### config.mk
export PLATFORM = sky130hd
export DESIGN_NAME = alu_exec_unit
export DESIGN_NICKNAME = d
export VERILOG_FILES = /design/src/rtl/alu_pkg.sv /design/src/rtl/alu_iter_muldiv.sv /design/src/rtl/alu_exec_unit.sv
export SDC_FILE = /design/constraint.sdc
export NUM_CORES = 1
export LEC_CHECK = 0
export CAP_MARGIN = 20
export CELL_PAD_IN_SITES_DETAIL_PLACEMENT = 1
export CELL_PAD_IN_SITES_GLOBAL_PLACEMENT = 2
export CORE_ASPECT_RATIO = 0.9
export CORE_MARGIN = 3
export CORE_UTILIZATION = 36
export CTS_CLUSTER_DIAMETER = 50
export DETAILED_ROUTE_END_ITERATION = 12
export GPL_TIMING_DRIVEN = 0
export PLACE_DENSITY_LB_ADDON = 0.1
export SLEW_MARGIN = 40
export SYNTH_ARGS = -nofsm -noshare
export SYNTH_HDL_FRONTEND = slang
export SYNTH_SLANG_ARGS = --single-unit
### constraint.sdc
create_clock -name clk -period 5.7 [get_ports clk]
set_input_delay 1.14 -clock clk [delete_from_list [all_inputs] [get_ports clk]]
set_output_delay 1.14 -clock clk [all_outputs]
set_load 0.02 [all_outputs]
### src/rtl/alu_pkg.sv
// Shared definitions for the execution-stage ALU: operation codes issued by
// the ALU control decoder, the sequencing FSM states and the default width.
package alu_pkg;

    localparam int ALU_WIDTH = 16;

    localparam logic [3:0] OP_ADD = 4'b1111;
    localparam logic [3:0] OP_SUB = 4'b1110;
    localparam logic [3:0] OP_AND = 4'b1101;
    localparam logic [3:0] OP_OR  = 4'b1100;
    localparam logic [3:0] OP_MUL = 4'b0001;
    localparam logic [3:0] OP_DIV = 4'b0010;
    localparam logic [3:0] OP_SLL = 4'b1010;
    localparam logic [3:0] OP_SLR = 4'b1011;
    localparam logic [3:0] OP_ROL = 4'b1000;
    localparam logic [3:0] OP_ROR = 4'b1001;

    typedef enum logic [1:0] {
        IDLE = 2'd0,
        MUL  = 2'd1,
        DIV  = 2'd2,
        FIN  = 2'd3
    } state_t;

endpackage

### src/rtl/alu_iter_muldiv.sv
// Iterative magnitude datapath shared by mul and div. One bit is retired per
// clock for WIDTH clocks after i_start. Multiply is shift-add with the
// multiplier in the low register; divide is restoring with the dividend
// shifting out of the low register into the partial remainder.
// On completion: mul -> {o_hi, o_lo} is the 2*WIDTH product magnitude,
//                div -> o_lo is the quotient, o_hi the remainder magnitude.
module alu_iter_muldiv
    import alu_pkg::*;
#(
    parameter int WIDTH = ALU_WIDTH
) (
    input  logic             clk,
    input  logic             rst,
    input  logic             i_start,
    input  logic             i_is_div,
    input  logic [WIDTH-1:0] i_mag_a,
    input  logic [WIDTH-1:0] i_mag_b,
    output logic             o_last,
    output logic [WIDTH-1:0] o_hi,
    output logic [WIDTH-1:0] o_lo
);

    localparam int CNT_W = $clog2(WIDTH);

    logic [CNT_W-1:0] r_cnt;
    logic             r_active;
    logic             r_is_div;
    logic [WIDTH-1:0] r_hi;
    logic [WIDTH-1:0] r_lo;
    logic [WIDTH-1:0] r_b;

    logic [WIDTH:0]   w_sum;
    logic [WIDTH:0]   w_shift_rem;
    logic [WIDTH:0]   w_diff;
    logic [WIDTH-1:0] w_hi_nxt;
    logic [WIDTH-1:0] w_lo_nxt;

    // One multiply or divide step computed from the current registers.
    always_comb begin
        // NOTE: every signal driven here gets a default first, so no path leaves a latch.
        w_sum       = {1'b0, r_hi} + (r_lo[0] ? {1'b0, r_b} : '0);
        w_shift_rem = {r_hi, r_lo[WIDTH-1]};
        w_diff      = w_shift_rem - {1'b0, r_b};
        w_hi_nxt    = w_sum[WIDTH:1];
        w_lo_nxt    = {w_sum[0], r_lo[WIDTH-1:1]};
        if (r_is_div) begin
            // No borrow out of the trial subtraction means the divisor fits.
            if (!w_diff[WIDTH]) begin
                w_hi_nxt = w_diff[WIDTH-1:0];
                w_lo_nxt = {r_lo[WIDTH-2:0], 1'b1};
            end else begin
                w_hi_nxt = w_shift_rem[WIDTH-1:0];
                w_lo_nxt = {r_lo[WIDTH-2:0], 1'b0};
            end
        end
    end

    // Bit counter: WIDTH-1 down to 0, aborted by reset.
    always_ff @(posedge clk) begin
        // NOTE: sequential state uses non-blocking assignments so every register sees pre-edge values.
        if (rst) begin
            r_active <= 1'b0;
            r_cnt    <= '0;
        end else if (i_start) begin
            r_active <= 1'b1;
            r_cnt    <= CNT_W'(WIDTH - 1);
        end else if (r_active) begin
            if (r_cnt == '0) begin
                r_active <= 1'b0;
            end else begin
                r_cnt <= r_cnt - 1'b1;
            end
        end
    end

    // Datapath registers: load magnitudes on start, step while active.
    always_ff @(posedge clk) begin
        // NOTE: datapath registers carry no reset; they are always loaded on i_start before being read.
        if (i_start) begin
            r_hi     <= '0;
            r_lo     <= i_mag_a;
            r_b      <= i_mag_b;
            r_is_div <= i_is_div;
        end else if (r_active) begin
            r_hi <= w_hi_nxt;
            r_lo <= w_lo_nxt;
        end
    end

    assign o_last = r_active && (r_cnt == '0);
    assign o_hi   = r_hi;
    assign o_lo   = r_lo;

endmodule

### src/rtl/alu_exec_unit.sv
// Execution-stage ALU. Single-cycle ops (add/sub/and/or/shifts/rotates)
// complete on the accepting edge; mul and div run through the iterative
// magnitude datapath and finish WIDTH+2 clocks after acceptance, with sign
// correction applied in FIN. All outputs are registered and hold until the
// next done or reset.
// Build option: define ALU_DIV_EN to include the iterative divider; without
// it the div code completes single-cycle as an illegal code.
module alu_exec_unit
    import alu_pkg::*;
#(
    parameter int WIDTH = ALU_WIDTH
) (
    input  logic             clk,
    input  logic             rst,
    input  logic [3:0]       alu_ctrl,
    input  logic [WIDTH-1:0] op_a,
    input  logic [WIDTH-1:0] op_b,
    input  logic             start,
    output logic             busy,
    output logic             done,
    output logic [WIDTH-1:0] result,
    output logic [WIDTH-1:0] result_hi,
    output logic             flag_z,
    output logic             flag_n,
    output logic             flag_v,
    output logic             div_by_zero
);

    localparam int SHAMT_W = $clog2(WIDTH);
    localparam int MSB     = WIDTH - 1;

    state_t r_state;
    state_t w_state_nxt;

    logic             r_busy;
    logic             r_done;
    logic [WIDTH-1:0] r_result;
    logic [WIDTH-1:0] r_result_hi;
    logic             r_flag_z;
    logic             r_flag_n;
    logic             r_flag_v;
    logic             r_div_by_zero;

    // Operation context captured when a mul/div is accepted.
    logic             r_neg_res;
`ifdef ALU_DIV_EN
    logic             r_is_div;
    logic             r_neg_rem;
    logic             r_b_zero;
    logic [WIDTH-1:0] r_op_a;
`endif

    logic               w_op_mul;
    logic               w_op_div;
    logic               w_accept;
    logic               w_iter_start;
    logic               w_single;
    logic [SHAMT_W-1:0] w_shamt;
    logic [2*WIDTH-1:0] w_rot_l;
    logic [2*WIDTH-1:0] w_rot_r;
    logic [WIDTH-1:0]   w_res;
    logic               w_v;
    logic               w_a_neg;
    logic               w_b_neg;
    logic [WIDTH-1:0]   w_mag_a;
    logic [WIDTH-1:0]   w_mag_b;
    logic               w_it_last;
    logic [WIDTH-1:0]   w_it_hi;
    logic [WIDTH-1:0]   w_it_lo;
    logic [2*WIDTH-1:0] w_prod_mag;
    logic [2*WIDTH-1:0] w_prod;
    logic [WIDTH-1:0]   w_fin_res;
    logic [WIDTH-1:0]   w_fin_hi;
    logic               w_fin_dbz;

    assign w_op_mul = (alu_ctrl == OP_MUL);
`ifdef ALU_DIV_EN
    assign w_op_div = (alu_ctrl == OP_DIV);
`else
    assign w_op_div = 1'b0;
`endif

    // Requests are only sampled in IDLE; anything arriving while busy is dropped.
    assign w_accept     = (r_state == IDLE) && start;
    assign w_iter_start = w_accept && (w_op_mul || w_op_div);
    assign w_single     = w_accept && !(w_op_mul || w_op_div);

    assign w_shamt = op_b[SHAMT_W-1:0];
    assign w_rot_l = {op_a, op_a} << w_shamt;
    assign w_rot_r = {op_a, op_a} >> w_shamt;

    // Single-cycle result and overflow; illegal codes fall through to zero.
    always_comb begin
        w_res = '0;
        w_v   = 1'b0;
        case (alu_ctrl)
            OP_ADD: begin
                w_res = op_a + op_b;
                w_v   = (op_a[MSB] == op_b[MSB]) && (w_res[MSB] != op_a[MSB]);
            end
            OP_SUB: begin
                w_res = op_a - op_b;
                w_v   = (op_a[MSB] != op_b[MSB]) && (w_res[MSB] != op_a[MSB]);
            end
            OP_AND:  w_res = op_a & op_b;
            OP_OR:   w_res = op_a | op_b;
            OP_SLL:  w_res = op_a << w_shamt;
            OP_SLR:  w_res = op_a >> w_shamt;
            OP_ROL:  w_res = w_rot_l[2*WIDTH-1:WIDTH];
            OP_ROR:  w_res = w_rot_r[WIDTH-1:0];
            default: w_res = '0;
        endcase
    end

    // Magnitudes fed to the iterative datapath.
    assign w_a_neg = op_a[MSB];
    assign w_b_neg = op_b[MSB];
    assign w_mag_a = w_a_neg ? -op_a : op_a;
    assign w_mag_b = w_b_neg ? -op_b : op_b;

    alu_iter_muldiv #(
        .WIDTH (WIDTH)
    ) u_iter (
        .clk      (clk),
        .rst      (rst),
        .i_start  (w_iter_start),
        .i_is_div (w_op_div),
        .i_mag_a  (w_mag_a),
        .i_mag_b  (w_mag_b),
        .o_last   (w_it_last),
        .o_hi     (w_it_hi),
        .o_lo     (w_it_lo)
    );

    assign w_prod_mag = {w_it_hi, w_it_lo};
    assign w_prod     = r_neg_res ? -w_prod_mag : w_prod_mag;

    // Sign correction of the iterative result, used in FIN.
    always_comb begin
        w_fin_res = w_prod[WIDTH-1:0];
        w_fin_hi  = w_prod[2*WIDTH-1:WIDTH];
        w_fin_dbz = 1'b0;
`ifdef ALU_DIV_EN
        if (r_is_div) begin
            if (r_b_zero) begin
                w_fin_res = '1;
                w_fin_hi  = r_op_a;
                w_fin_dbz = 1'b1;
            end else begin
                // Quotient truncates toward zero; remainder follows the dividend.
                w_fin_res = r_neg_res ? -w_it_lo : w_it_lo;
                w_fin_hi  = r_neg_rem ? -w_it_hi : w_it_hi;
            end
        end
`endif
    end

    // Next-state logic of the sequencing FSM.
    always_comb begin
        w_state_nxt = r_state;
        case (r_state)
            IDLE: begin
                if (w_iter_start) begin
`ifdef ALU_DIV_EN
                    w_state_nxt = w_op_div ? DIV : MUL;
`else
                    w_state_nxt = MUL;
`endif
                end
            end
            MUL: begin
                if (w_it_last) w_state_nxt = FIN;
            end
`ifdef ALU_DIV_EN
            DIV: begin
                if (w_it_last) w_state_nxt = FIN;
            end
`endif
            FIN:     w_state_nxt = IDLE;
            default: w_state_nxt = IDLE;
        endcase
    end

    // FSM state register.
    always_ff @(posedge clk) begin
        if (rst) begin
            r_state <= IDLE;
        end else begin
            r_state <= w_state_nxt;
        end
    end

    // Capture sign/context of an accepted mul or div.
    always_ff @(posedge clk) begin
        if (w_iter_start) begin
            r_neg_res <= w_a_neg ^ w_b_neg;
`ifdef ALU_DIV_EN
            r_is_div  <= w_op_div;
            r_neg_rem <= w_a_neg;
            r_b_zero  <= (op_b == '0);
            r_op_a    <= op_a;
`endif
        end
    end

    // Registered outputs: updated only on completion, done pulses one cycle.
    always_ff @(posedge clk) begin
        if (rst) begin
            r_busy        <= 1'b0;
            r_done        <= 1'b0;
            r_result      <= '0;
            r_result_hi   <= '0;
            r_flag_z      <= 1'b0;
            r_flag_n      <= 1'b0;
            r_flag_v      <= 1'b0;
            r_div_by_zero <= 1'b0;
        end else begin
            r_busy <= (w_state_nxt != IDLE);
            r_done <= 1'b0;
            if (w_single) begin
                r_done        <= 1'b1;
                r_result      <= w_res;
                r_result_hi   <= '0;
                r_flag_z      <= (w_res == '0);
                r_flag_n      <= w_res[MSB];
                r_flag_v      <= w_v;
                r_div_by_zero <= 1'b0;
            end else if (r_state == FIN) begin
                r_done        <= 1'b1;
                r_result      <= w_fin_res;
                r_result_hi   <= w_fin_hi;
                r_flag_z      <= (w_fin_res == '0);
                r_flag_n      <= w_fin_res[MSB];
                r_flag_v      <= 1'b0;
                r_div_by_zero <= w_fin_dbz;
            end
        end
    end

    assign busy        = r_busy;
    assign done        = r_done;
    assign result      = r_result;
    assign result_hi   = r_result_hi;
    assign flag_z      = r_flag_z;
    assign flag_n      = r_flag_n;
    assign flag_v      = r_flag_v;
    assign div_by_zero = r_div_by_zero;

endmodule

# Word-level counts from Yosys, hierarchy flattened

Index checks and enable logic that the tools add are counted.

Register bits: 93
Output and inout port bits: 38

Add/sub/neg operators: 7
Equal/unequal tests: 16
Shifts and indexed selects: 4
Mux-type cells: 27
Bitwise logic cells: 3
Reduce and logical (&&, ||, !) cells: 16

Operators with widths:

| cell               | number |
|---|---|
| $pmux 16 s8        | 1 |
| $mux 16            | 6 |
| $eq 4x4->1 const B | 8 |
| $logic_not 16->1   | 2 |
| $mux 32            | 1 |
| $neg 16->16        | 2 |
| $neg 32->32        | 1 |
| $shl 32x4->32      | 1 |
| $shr 32x4->16      | 1 |
| $add 16x17->17     | 1 |
| $add 16x16->16     | 1 |
| $and 16x16->16     | 1 |
| $or 16x16->16      | 1 |
| $shl 16x4->16      | 1 |
| $shr 16x4->16      | 1 |
| $sub 16x16->16     | 1 |
| $mux 15            | 1 |
| $mux 4             | 3 |
| $mux 1             | 11 |
| $logic_and 1x1->1  | 6 |
| $reduce_bool 2->1  | 3 |
| $eq 4x1->1 const B | 1 |
| $logic_not 4->1    | 1 |
| $mux 2             | 2 |
| 13 further kinds   | 15 |

# Longest topological paths before layout

Gate-level depths: netlist of run 1.

Depth after elaboration: 6
Mapped depth: 15
Depth with buffers taken out: 13

# Cells and area by module

From an unflattened synthesis of run 1, not the netlist that was laid out.

Cells, all modules: 1495
Area total of the unflattened synthesis: 11757.5 um2

Modules (own cells, without submodules):

| module          | times used | cells an instance | area each (um2) |
|---|---|---|---|
| alu_exec_unit   | 1          | 1029              | 7543.5 |
| alu_iter_muldiv | 1          | 466               | 4214.0 |

# Least setup slack after synthesis of run 1

Ideal clock, no wire load.

Path type: input port to flip-flop
From: input op_b[2]
To: register r_flag_z, in the netlist flag_z
Setup time: 0.088 ns
Arrival time: 4.487 ns
Required time: 5.612 ns
Setup slack: 1.125 ns
Cell stages on the path: 15
Path through: clkbuf_1 > clkbuf_1 > inv_1 > clkbuf_1 > ha_1 > clkbuf_1 > nor2b_1 > o21ai_0 > a311oi_1 > a211o_1 > a22oi_1 > mux2_2 > a211oi_1 > nand4_1 > o32ai_2

Cells in the longest elaborated chain, start to end: 4

Ends and longest elaborated chain:

| element                                | line                 | RTL |
|---|---|---|
| start, declared                        | alu_exec_unit.sv:17  | `input logic [WIDTH-1:0] op_b,` |
| $sub 16x16->16 (tied with other cells) | alu_exec_unit.sv:102 | `w_res = op_a - op_b;` |
| $pmux 16 s8 *                          | alu_exec_unit.sv:96  | `case (alu_ctrl)` |
| $logic_not 16->1 *                     | alu_exec_unit.sv:224 | `r_flag_z <= (w_res == '0);` |
| $mux 1 *                               | alu_exec_unit.sv:220 | `if (w_single) begin` |
| end signal, assigned                   | alu_exec_unit.sv:224 |  |
| end signal, assigned                   | alu_exec_unit.sv:232 | `r_flag_z <= (w_fin_res == '0);` |
| end, declared                          | alu_exec_unit.sv:39  | `logic r_flag_z;` |

Mark *: on every way between the ends. The rest lies on a longest branch, timed or not.
A chain may end at the register's enable or synchronous reset.

# Worst setup path after layout of run 1

Same ends and word-level chain as after synthesis.

==> results of run 1 <==
-- through the flow --
stage                     TNS [ns]  setup WS (ns)  total power, uW  hold WS [ns]
after floorplan                  0           1.12             1440         0.482
after global placement      -11.85          -1.45             1760         0.441
after detailed placement    -10.32          -1.16             1780         0.454
after CTS                 -0.00399       -0.00399             2410         0.462
after global routing             0        0.00585             2550         0.483
final                            0         0.0551             2420         0.459
-- flip-flops by register name (all words and copies together) (netlist names) --
name and flops:
busy 1, done 1, flag_v 1, flag_z 1, r_neg_res 1, r_state 2, result 16, result_hi 16
u_iter.o_hi 16, u_iter.o_lo 16, u_iter.r_active 1, u_iter.r_b 16, u_iter.r_cnt 4
-- synth_stat cells, drive strengths merged, types with 8 or more instances --
master,number
clkbuf,85
nand2,104
and3,11
nor2b,9
inv,62
o22ai,16
o31ai,19
nand2b,28
xor2,24
or4,8
mux2i,40
mux4,28
nor3,37
o211ai,12
nor4,11
edfxtp,33
o21ai,76
and2,22
a221oi,8
nor2,114
dfxtp,59
a211oi,34
buf,19
o41ai,12
xnor2,52
mux2,14
a31oi,14
ha,71
or3,17
o2111ai,8
a21oi,71
nand3,25
-- worst min-delay path: stages, from the launching register on --
cell,delay (ns)
dfxtp_1,0.31
nand2_1,0.05
a21oi_1,0.05
-- power breakdown --
| group | total (uW) | internal, uW | switching [uW] |
|---|---|---|---|
| sequential | 818 | 738 | 80.6 |
| combinational | 968 | 381 | 587 |
| clock | 629 | 353 | 277 |
| total | 2420 | 1470 | 944 |
-- cell families (layout without fill, tap and decap cells) --
logic type	Yosys count	after routing	share of synthesized area, %
AOI/OAI and AO/OA	355	355	24.0
xor gates and xnor gates	76	76	6.57
adders and majority gates	74	74	9.36
buffers and inverters	167	260	6.54
DFF	92	92	21.4
muxes	82	82	11.8
other	1	1	0.0370
and+or+nand+nor	417	417	20.3
-- repair_timing --
action | in CTS | in global routing
setup endpoints to repair | 13 | 4
endpoints found under the hold margin | 0 | 0
resized for setup | 5 | 9
buffers inserted | 0 | 5
-- layer usage --
metal	track usage [%]	vias up	part of all wire [%]	wire, microns
li1	-	4848	-	-
met1	38.4	5135	44	19200
met2	46.5	399	45	19400
met3	2.98	100	5.6	2420
met4	14.3	0	5.7	2490
met5	0	-	0	0
-- path summary, 6_finish.rpt --
path | to
worst max-delay path | flag_z$_SDFFE_PP0P_
worst min-delay path | result_hi[5]$_SDFFE_PP0P_
worst max register to register | u_iter.o_hi[13]$_SDFFE_PP0P_
worst min register to register | result_hi[5]$_SDFFE_PP0P_
-- final cells by class --
class / count / share of cell area (%)
clock buffer: 11 / 2.35
multi-input combinational: 1005 / 62.8
sequential: 92 / 18.5
timing repair buffer: 78 / 6.55
inverter: 63 / 2.05
clock inverter: 5 / 0.320
buffer: 103 / 3.68
tap: 354 / 3.78
==> impl_metrics.json, run 1 <==
{
  "outcome": "complete, no violations",
  "finalCriticalPeriod_ns": 5.64,
  "hold_buffers": 0,
  "die-height_microns": 165,
  "p_per_area_mw_per_mm2": 206,
  "final_common_cell": "nor2_1",
  "finalCritPeriodShare_pct": 99.0,
  "hold_path.class": "flip-flop to flip-flop",
  "critical_path_class": "input pin to flip-flop",
  "multiInputGateArea_sq_mm": 0.00736,
  "ioPinCount": 77,
  "gp_congestion": 0.999,
  "placedCellCount": 1691,
  "cts_tree": "yes",
  "yosysUniqueCellTypes": 85,
  "start_util_pct": 37.0,
  "fin_skew_ns": 0.0112,
  "fin_cells": 1711,
  "layout_common_cells": "nor2_1, nand2_1, clkbuf_1, o21ai_0, clkdlybuf4s50_1",
  "vias": 10482,
  "routed_wl_mm": 43.5,
  "placed_area_sq_mm": 0.0113,
  "worstSkewPairLatency_ns": 0.35,
  "tightest_slew_ns": 0.924,
  "finalSetupViolations": 0,
  "ys_ff_latch": 92,
  "path_cells": "clkdlybuf4s50_1 -> clkbuf_2 -> buf_2 -> clkinvlp_4 -> ha_1 -> clkbuf_1 -> nor2b_1 -> o21ai_0 -> a311oi_2 -> or3_1 -> a41oi_1 -> nand3_1 -> a211oi_1 -> nand4_1 -> o32ai_2",
  "hold_violations": 0,
  "portBuffers": 73,
  "antenna_found_initial": 1,
  "p_leak_uw": 0.00446,
  "post-dp-hpwl_mm": 35.3,
  "drv_cap": 0,
  "wl_per_cell_microns": 25.4,
  "r2r_cells": 14,
  "peakVddDrop_mv": 0.125,
  "root_buffer": "clkbuf_16",
  "grtUsageTotal_pct": 28.7,
  "syn_to_final_growth_pct": 15.7,
  "async_reset_ff_share_pct": 0,
  "final_area_sq_mm": 0.0117,
  "n_fill_cell": 3329,
  "end_kind": "flip-flop",
  "grt_overflow": 0,
  "grt_max_degree": 27,
  "avgSynthCellArea_sq_um": 8.02,
  "synth_fp_nets": 1377,
  "nets": 1465,
  "die_w_microns": 183,
  "critPathArrivalTime_ns": 5.91,
  "rsz0062_at_grt": "false",
  "num_antenna_cells": 0,
  "final_util_pct": 42.8,
  "report.final.slew_viol_count": 0,
  "cp_slowest_cell": "clkdlybuf4s50_1",
  "critPathMaxStageDelay_ns": 0.49,
  "regToRegSetupSlack_ns": 1.98,
  "clk_path_buf_depth": 2,
  "initialDrtViolationCount": 786,
  "hold_start": "result_hi[5]$_SDFFE_PP0P_",
  "path_depth": 15,
  "drive_above_1_share_pct": 8.25,
  "rows": 57,
  "r2r_start": "u_iter.o_lo[0]$_DFFE_PP_",
  "ant_nets": 0,
  "drc": 0,
  "ys_seq_area_share_pct": 21.4,
  "synthesis.area_sq_mm": 0.0101,
  "yosysTopAreaCell": "dfxtp_1",
  "yosys_most_used_dff": "dfxtp_1",
  "setup.worst_path.start": "op_b[2]",
  "path_delay_family": "buffers and inverters",
  "grt_pass1_vias": 10619,
  "core_sq_mm": 0.0274,
  "max-slew-margin-rel_pct": 38.4,
  "drtPass1Iterations": 7,
  "synth_edf_count": 33,
  "die_area_sq_mm": 0.0302,
  "synth_area_leaders": "dfxtp_1, edfxtp_1, ha_1, mux4_2, xnor2_1",
  "path_clk_slew_ns": 0.07,
  "synth_top_area_share_pct": 11.7,
  "max_freq_mhz": 177,
  "cts_num_sinks": 92,
  "path_buf_inv": 5,
  "yosys_warnings": 0,
  "critPathMaxFanout": 10,
  "vias_per_cell": 6.13,
  "seqCellArea_sq_mm": 0.00217,
  "whs_path_depth": 2,
  "grt_pass1_wl_mm": 66.4,
  "required_ns": 5.96,
  "syn_inst": 1264,
  "cp-start-kind": "input pin",
  "h-tree-depth": 3,
  "cts_made_buffers": 9
}
Note: power is estimated with default switching activity, not from simulation.
==> run 2: changes to the inputs <==
- TNS_END_PERCENT: not set -> 5
==> impl_metrics.json, run 2 (synthesized netlist as in run 1, its figures left out) <==
{
  "report.final.slew_viol_count": 0,
  "worstSkewPairLatency_ns": 0.35,
  "rsz0062_at_grt": "false",
  "syn_to_final_growth_pct": 15.7,
  "path_cells": "clkdlybuf4s50_1 -> clkbuf_2 -> buf_2 -> clkinvlp_4 -> ha_1 -> clkbuf_1 -> nor2b_1 -> o21ai_0 -> a311oi_2 -> or3_1 -> a41oi_1 -> nand3_1 -> a211oi_1 -> nand4_1 -> o32ai_2",
  "critPathMaxStageDelay_ns": 0.49,
  "ant_nets": 0,
  "hold_start": "result_hi[5]$_SDFFE_PP0P_",
  "grtUsageTotal_pct": 28.7,
  "end_kind": "flip-flop",
  "hold_violations": 0,
  "start_util_pct": 37.0,
  "p_leak_uw": 0.00446,
  "grt_overflow": 0,
  "cp-start-kind": "input pin",
  "fin_cells": 1711,
  "critPathMaxFanout": 10,
  "grt_pass1_vias": 10615,
  "post-dp-hpwl_mm": 35.3,
  "r2r_end": "u_iter.o_hi[13]$_SDFFE_PP0P_",
  "num_antenna_cells": 0,
  "critPathArrivalTime_ns": 5.90,
  "cts_made_buffers": 9,
  "vias": 10540,
  "rows": 57,
  "portBuffers": 73,
  "regToRegSetupSlack_ns": 1.99,
  "wl_per_cell_microns": 25.5,
  "drv_cap": 0,
  "fin_skew_ns": 0.0104,
  "setup.worst_path.start": "op_b[2]",
  "gp_congestion": 0.999,
  "drive_above_1_share_pct": 8.25,
  "finalCriticalPeriod_ns": 5.64,
  "clk_path_buf_depth": 2,
  "die-height_microns": 165,
  "initialDrtViolationCount": 816,
  "power.total_uw": 2420,
  "finalSetupViolations": 0,
  "final_common_cell": "nor2_1",
  "cts_tree": "yes",
  "h-tree-depth": 3,
  "hold_path.class": "flip-flop to flip-flop",
  "required_ns": 5.96,
  "whs_ns": 0.459,
  "r2r_cells": 14,
  "core_sq_mm": 0.0274,
  "grt_max_degree": 27,
  "p_per_area_mw_per_mm2": 206,
  "layout_common_cells": "nor2_1, nand2_1, clkbuf_1, o21ai_0, clkdlybuf4s50_1",
  "finalCritPeriodShare_pct": 98.9,
  "root_buffer": "clkbuf_16",
  "max-slew-margin-rel_pct": 37.1,
  "cp_slowest_cell": "clkdlybuf4s50_1",
  "nets": 1465,
  "max_freq_mhz": 177,
  "whs_path_depth": 2,
  "drtPass1Iterations": 5,
  "die_w_microns": 183,
  "critical_path_class": "input pin to flip-flop",
  "tightest_slew_ns": 0.944,
  "grt_pass1_wl_mm": 66.5,
  "outcome": "complete, no violations",
  "routed_wl_mm": 43.7,
  "cts_num_sinks": 92,
  "path_clk_slew_ns": 0.07,
  "final_util_pct": 42.8,
  "min_to": "result_hi[5]$_SDFFE_PP0P_",
  "die_area_sq_mm": 0.0302,
  "ioPinCount": 77,
  "antenna_found_initial": 1,
  "vias_per_cell": 6.16,
  "drc": 0,
  "r2r_start": "u_iter.o_lo[0]$_DFFE_PP_",
  "peakVddDrop_mv": 0.124,
  "placedCellCount": 1691
}
## run 2: cell counts in the layout (fill, tap and decap cells not counted)
Identical to the previous run, type by type.
## run 2: worst max-delay path: cells and delay by family
| kind | cells | cell delay (ns) |
|---|---|---|
| buf+inv | 5 | 1.84 |
| compound gates | 5 | 1.40 |
| simple gates | 4 | 1.12 |
| fa+ha+maj | 1 | 0.38 |
## run 2: cell type report
cell class / instances / area [sq um]
Fill cell: 3329 / 15700
Multi-Input combinational cell: 1005 / 7360
Sequential cell: 92 / 2170
Timing Repair Buffer: 78 / 768
Tap cell: 354 / 443
Buffer: 103 / 432
Clock buffer: 11 / 275
Inverter: 63 / 240
Clock inverter: 5 / 37.5
## run 2: stage by stage
step	TNS, ns	setup WS [ns]	area (sq um)
final	0	0.0620	11700
after floorplan	0	1.12	10100
after detailed placement	-10.32	-1.16	11300
after CTS	-0.00399	-0.00399	11700
after global placement	-11.85	-1.45	11300
after global routing	0	0.00585	11700
## run 2: how the worst max path moves through the flow
stage / to / slack (ns) / cells past startpoint
5_1_grt: result[13]$_SDFFE_PP0P_ / 0.006 / 14
4_1_cts: result[13]$_SDFFE_PP0P_ / -0.004 / 14
3_5_place_dp: result[13]$_SDFFE_PP0P_ / -1.16 / 15
3_3_place_gp: result[13]$_SDFFE_PP0P_ / -1.45 / 14
2_1_floorplan: flag_z$_SDFFE_PP0P_ / 1.12 / 15
6_report: flag_z$_SDFFE_PP0P_ / 0.06 / 15
## run 2: what timing repair did
action                     in CTS  in global routing
buffers inserted                0                  5
resized for setup               4                  9
setup endpoints to repair      13                  4
hold buffers                    0                  0
## run 2: power by group
group	leakage, uW	switching, uW	internal [uW]
combinational	0.00352	588	381
sequential	0.000785	80.6	738
clock	0.000157	276	353
total	0.00446	944	1470
## run 2: metal layers
| metal | vias to the layer above | global-route usage, % | wire, microns |
|---|---|---|---|
| li1 | 4841 | - | - |
| met1 | 5202 | 38.6 | 19300 |
| met2 | 404 | 46.4 | 19600 |
| met3 | 93 | 2.89 | 2280 |
| met4 | 0 | 14.2 | 2400 |
| met5 | - | 0 | 0 |
